--- src/rtl/lsu_align.sv ---
// lsu_align: RV32 load/store alignment unit.
// Turns one byte/half/word request into one or two word-aligned memory
// accesses, places store bytes on the right lanes, and extracts and
// extends load data. Misaligned accesses that cross a word boundary are
// split into two accesses (SPLIT_EN=1) or rejected with rsp_err (SPLIT_EN=0).
module lsu_align #(
    parameter bit SPLIT_EN = 1'b1
) (
    input  logic        clk,
    input  logic        rst_n,
    input  logic        req_valid,
    output logic        req_ready,
    input  logic        req_we,
    input  logic [2:0]  req_funct3,
    input  logic [31:0] req_addr,
    input  logic [31:0] req_wdata,
    output logic        rsp_valid,
    output logic [31:0] rsp_rdata,
    output logic        rsp_err,
    output logic [31:0] daddr,
    output logic [31:0] dwdata,
    output logic [3:0]  dwe,
    input  logic [31:0] drdata
);

    localparam logic [1:0] S_IDLE = 2'd0;
    localparam logic [1:0] S_ACC0 = 2'd1;
    localparam logic [1:0] S_ACC1 = 2'd2;
    localparam logic [1:0] S_DONE = 2'd3;

    logic [1:0]  state;
    logic        r_we;
    logic [2:0]  r_funct3;
    logic [31:0] r_addr;
    logic [31:0] r_wdata;
    logic [31:0] buf_lo;
    logic [31:0] buf_hi;

    logic [1:0]  offset;
    logic [2:0]  size;
    logic [3:0]  size_mask;
    logic [2:0]  end_pos;
    logic        crossing;
    logic        funct3_bad;
    logic        illegal;
    logic [7:0]  span;
    logic [63:0] wdata_pair;
    logic [5:0]  rot_base;
    logic [31:0] wdata_rot;
    logic [63:0] rdata_pair;
    logic [31:0] load_word;
    logic [31:0] load_ext;
    logic [31:0] word_addr;

    assign offset    = r_addr[1:0];
    assign word_addr = {r_addr[31:2], 2'b00};

    // Decode access size and legality of the latched request.
    always_comb begin
        // NOTE: every always_comb output gets a default first, so no path can infer a latch.
        size      = 3'd4;
        size_mask = 4'b1111;
        case (r_funct3[1:0])
            2'b00: begin size = 3'd1; size_mask = 4'b0001; end
            2'b01: begin size = 3'd2; size_mask = 4'b0011; end
            default: begin size = 3'd4; size_mask = 4'b1111; end
        endcase
        end_pos  = {1'b0, offset} + size;
        crossing = (end_pos > 3'd4);
        if (r_we)
            funct3_bad = !(r_funct3 inside {3'b000, 3'b001, 3'b010});
        else
            funct3_bad = (r_funct3 inside {3'b011, 3'b110, 3'b111});
        illegal = funct3_bad || (crossing && !SPLIT_EN);
        // Low nibble covers the first word, high nibble spills into the next.
        span = {4'b0000, size_mask} << offset;
    end

    // Store data rotated so byte 0 of the request lands on lane 'offset'.
    assign wdata_pair = {r_wdata, r_wdata};
    assign rot_base   = 6'd32 - {1'b0, offset, 3'b000};
    assign wdata_rot  = wdata_pair[rot_base +: 32];

    // Load data: bring byte 'offset' of the captured pair down to byte 0.
    assign rdata_pair = {buf_hi, buf_lo};
    assign load_word  = rdata_pair[{offset, 3'b000} +: 32];

    // Truncate and sign/zero-extend the load result by funct3.
    always_comb begin
        load_ext = 32'h0;
        case (r_funct3)
            3'b000:  load_ext = {{24{load_word[7]}}, load_word[7:0]};
            3'b001:  load_ext = {{16{load_word[15]}}, load_word[15:0]};
            3'b010:  load_ext = load_word;
            3'b100:  load_ext = {24'h0, load_word[7:0]};
            3'b101:  load_ext = {16'h0, load_word[15:0]};
            default: load_ext = 32'h0;
        endcase
    end

    // Memory-side and response outputs decoded from the current state.
    always_comb begin
        req_ready = (state == S_IDLE);
        rsp_valid = (state == S_DONE);
        rsp_err   = (state == S_DONE) && illegal;
        rsp_rdata = ((state == S_DONE) && !r_we && !illegal) ? load_ext : 32'h0;
        daddr     = 32'h0;
        dwdata    = 32'h0;
        dwe       = 4'b0000;
        case (state)
            S_ACC0: begin
                daddr  = word_addr;
                dwdata = wdata_rot;
                if (r_we && !illegal)
                    dwe = span[3:0];
            end
            S_ACC1: begin
                // Wraps modulo 2^32 at the top of the address space.
                daddr  = word_addr + 32'd4;
                dwdata = wdata_rot;
                if (r_we)
                    dwe = span[7:4];
            end
            default: ;
        endcase
    end

    // Sequencer: latch request, run one or two accesses, pulse response.
    always_ff @(posedge clk or negedge rst_n) begin
        if (!rst_n) begin
            state    <= S_IDLE;
            r_we     <= 1'b0;
            r_funct3 <= 3'b000;
            r_addr   <= 32'h0;
            r_wdata  <= 32'h0;
            buf_lo   <= 32'h0;
            buf_hi   <= 32'h0;
        end else begin
            // NOTE: sequential state uses non-blocking assignments so every register samples pre-edge values.
            case (state)
                S_IDLE: begin
                    if (req_valid) begin
                        r_we     <= req_we;
                        r_funct3 <= req_funct3;
                        r_addr   <= req_addr;
                        r_wdata  <= req_wdata;
                        state    <= S_ACC0;
                    end
                end
                S_ACC0: begin
                    buf_lo <= drdata;
                    state  <= (!illegal && crossing) ? S_ACC1 : S_DONE;
                end
                S_ACC1: begin
                    buf_hi <= drdata;
                    state  <= S_DONE;
                end
                default: state <= S_IDLE;
            endcase
        end
    end

endmodule

--- config.mk ---
export PLATFORM = sky130hd
export DESIGN_NAME = lsu_align
export DESIGN_NICKNAME = d
export VERILOG_FILES = /design/src/rtl/lsu_align.sv
export SDC_FILE = /design/constraint.sdc
export NUM_CORES = 1
export LEC_CHECK = 0
export ABC_AREA = 1
export CORE_ASPECT_RATIO = 1.4
export CORE_UTILIZATION = 50
export CTS_CLUSTER_DIAMETER = 50
export DETAILED_ROUTE_END_ITERATION = 6
export GPL_ROUTABILITY_DRIVEN = 0
export MAX_ROUTING_LAYER = met4
export PLACE_DENSITY_LB_ADDON = 0.08
export SKIP_CTS_REPAIR_TIMING = 1
export SYNTH_ARGS = -nofsm -noshare
export SYNTH_HDL_FRONTEND = slang
export SYNTH_SLANG_ARGS = --single-unit
--- constraint.sdc ---
create_clock -name clk -period 3.2 [get_ports clk]
set_input_delay 0.64 -clock clk [delete_from_list [all_inputs] [get_ports clk]]
set_output_delay 0.64 -clock clk [all_outputs]
set_load 0.01 [all_outputs]
==> run metrics <==
DP Wirelength 17200 um; CP Max Fanout 22; Worst setup SP type flip-flop; CP most frequent cell inv_2; final setup fails 0; Cell Pwr Density 1140 nW/um2; met1 Use GR 0.360; predominant post-synthesis flop cell dfrtp_1; met2 usage 0.483; Starting Density 0.508; family with the most delay on the worst path buffers and inverters; Seq. cell area 3160 um2; Max Slew Vio Count 0; layout net count 1425; filler cell count 1361; core area 16100 um2; synthesized instance count 1127; yosys warns 0; overall routed net length 24800 um; Final Cycle Share 0.984; final instance area 11300 um2; synth top area cells dfrtp_1, nand2_1, mux2_2; met3 GRT Util 0.0525; WP data required 2560 ps; via count 8402; Mapped Area 8190 um2; CTS H-tree lvls 4; DP Area 10400 um2; DR vias/cell 5.51; Synth top area share 0.385; status finished, final reports clean; sequential fraction of the synthesis area 0.385; Final Hold Viols 0; most common cell after layout, fill and taps aside nand2_1; initial antenna violation count 0; DIE AREA 16900 um2; HP Class in -> async; Iteration-0 DRC Markers 726; DRT Pass-1 Iters 6; # Max-Cap Violations 0; Multi-input gate area 4350 um2; CTS tree built; Max Root-Sink Buffers 2; Power Total 12.9 mW; Setup Skew 5.70 ps; share of layout cells above drive strength 1 0.134; # diodes 0; maximum vdd drop 0.699 mV; placed cell count 1485; pin count of the biggest net entering global routing 114; pre-CTS setup slack 320 ps; Detail Route Antenna Nets 0; clk_lat worst skew 430 ps; Final Non-Filler Cells 1524; leakage dissipation 5.46 nW; CTS Sinks 126; Synth area leader dfrtp_1; #FFs+latches synth 126; worst-margin pin slew 568 ps; worst setup margin 51.6 ps; gr ovfl total 0; FMAX 318 MHz; layer with the highest usage met2; clock transition at the registers of the reported paths 60 ps; Die Span Y 153 um; Crit path buffers/inverters 4; hold_ws 199 ps; Horiz. Die Dim 110 um; worst path cell trace inv_2 > ha_1 > inv_2 > buf_8 > o21ai_0 > a31oi_1 > clkdlybuf4s50_1; TritonCTS Buffers 17; post-synth cell types 41; slowest CP cell clkdlybuf4s50_1; first-pass GRT wire length 37800 um; fin util 0.703; Crit. End Element output pin; vias in the first global route 7712; Area growth, synth to finish 38.3%; Worst Setup Path Type reg -> out; io pins 206; asr flop ratio synth 1.00; GRT Total Usage 0.301; WP data arrival 2510 ps; FP Rows 55; Avg Inst Size Synth 7.26 um2; DRC 0; max_slew headroom 0.621; Worst path max stage delay 580 ps; Root Buffer clkbuf_16; Final min period 3150 ps; WL/cell 16.2 um; most frequent cells in the layout nand2_1, clkdlybuf4s50_1, dfrtp_1; Post-synth EDFFs 0; port bufs 203; setup_tns 0 ps
## cell type report
| type | count | share of cell area |
|---|---|---|
| Multi-Input combinational cell | 814 | 0.384 |
| Tap cell | 199 | 0.0220 |
| Sequential cell | 126 | 0.279 |
| Clock buffer | 18 | 0.0388 |
| Timing Repair Buffer | 235 | 0.222 |
| Clock inverter | 14 | 0.0138 |
| Inverter | 118 | 0.0401 |
## logic make-up (layout without fill, tap and decap cells)
logic type | Yosys count | in the layout | synth area share
AND/OR/NAND/NOR | 453 | 454 | 0.233
AO/OA/AOI/OAI | 298 | 298 | 0.197
buffers and inverters | 189 | 385 | 0.0987
flip-flops | 126 | 126 | 0.385
multiplexers | 50 | 50 | 0.0688
adder cells (fa/ha/maj) | 10 | 10 | 0.0162
other | 1 | 2 | 0.000458
## where the power goes
part           internal (mW)  switching (mW)
registers               2.39           0.684
clock network           1.18           0.780
logic                   3.48            4.39
total                   7.05            5.86
## path summary, 6_finish.rpt
| kind | startpoint | cells after the start | endpoint | slack, ps |
|---|---|---|---|---|
| worst max-delay path | r_addr[0]$_DFFE_PN0P_ | 7 | dwdata[4] | 50 |
| worst min-delay path | rst_n | 1 | buf_hi[21]$_DFFE_PN0P_ | 200 |
| worst max register to register | r_addr[0]$_DFFE_PN0P_ | 9 | state[0]$_DFFE_PN0P_ | 1150 |
| worst min register to register | buf_lo[1]$_DFFE_PN0P_ | 1 | buf_lo[1]$_DFFE_PN0P_ | 510 |
| max in group asynchronous | rst_n | 2 | r_addr[0]$_DFFE_PN0P_ | 2040 |
| min in group clk | buf_lo[1]$_DFFE_PN0P_ | 1 | buf_lo[1]$_DFFE_PN0P_ | 510 |
## cells in the mapped netlist, types with 6 or more instances
cell type / number
a21oi_1: 105
o21ai_1: 44
mux2_2: 50
buf_1: 9
nor2_1: 101
buf_6: 7
inv_2: 6
nor3_1: 7
nand3_1: 41
dfrtp_1: 126
clkbuf_1: 28
ha_1: 9
o211ai_1: 16
a31oi_1: 12
nand2_1: 266
or2_2: 7
nand2_2: 6
o21ai_0: 100
buf_2: 22
inv_1: 110
nand4_1: 7
## routing by layer
metal  part of all wire  wire [um]
met1               0.40       9880
met2               0.49      12300
met3              0.064       1580
met4              0.042       1040
met5                  0          0
## registers in the layout, indices dropped and copies added, names as in the netlist
name      count
r_wdata      32
buf_hi       24
r_funct3      3
state         2
r_we          1
buf_lo       32
r_addr       32
(Power assumes the default switching activity.)
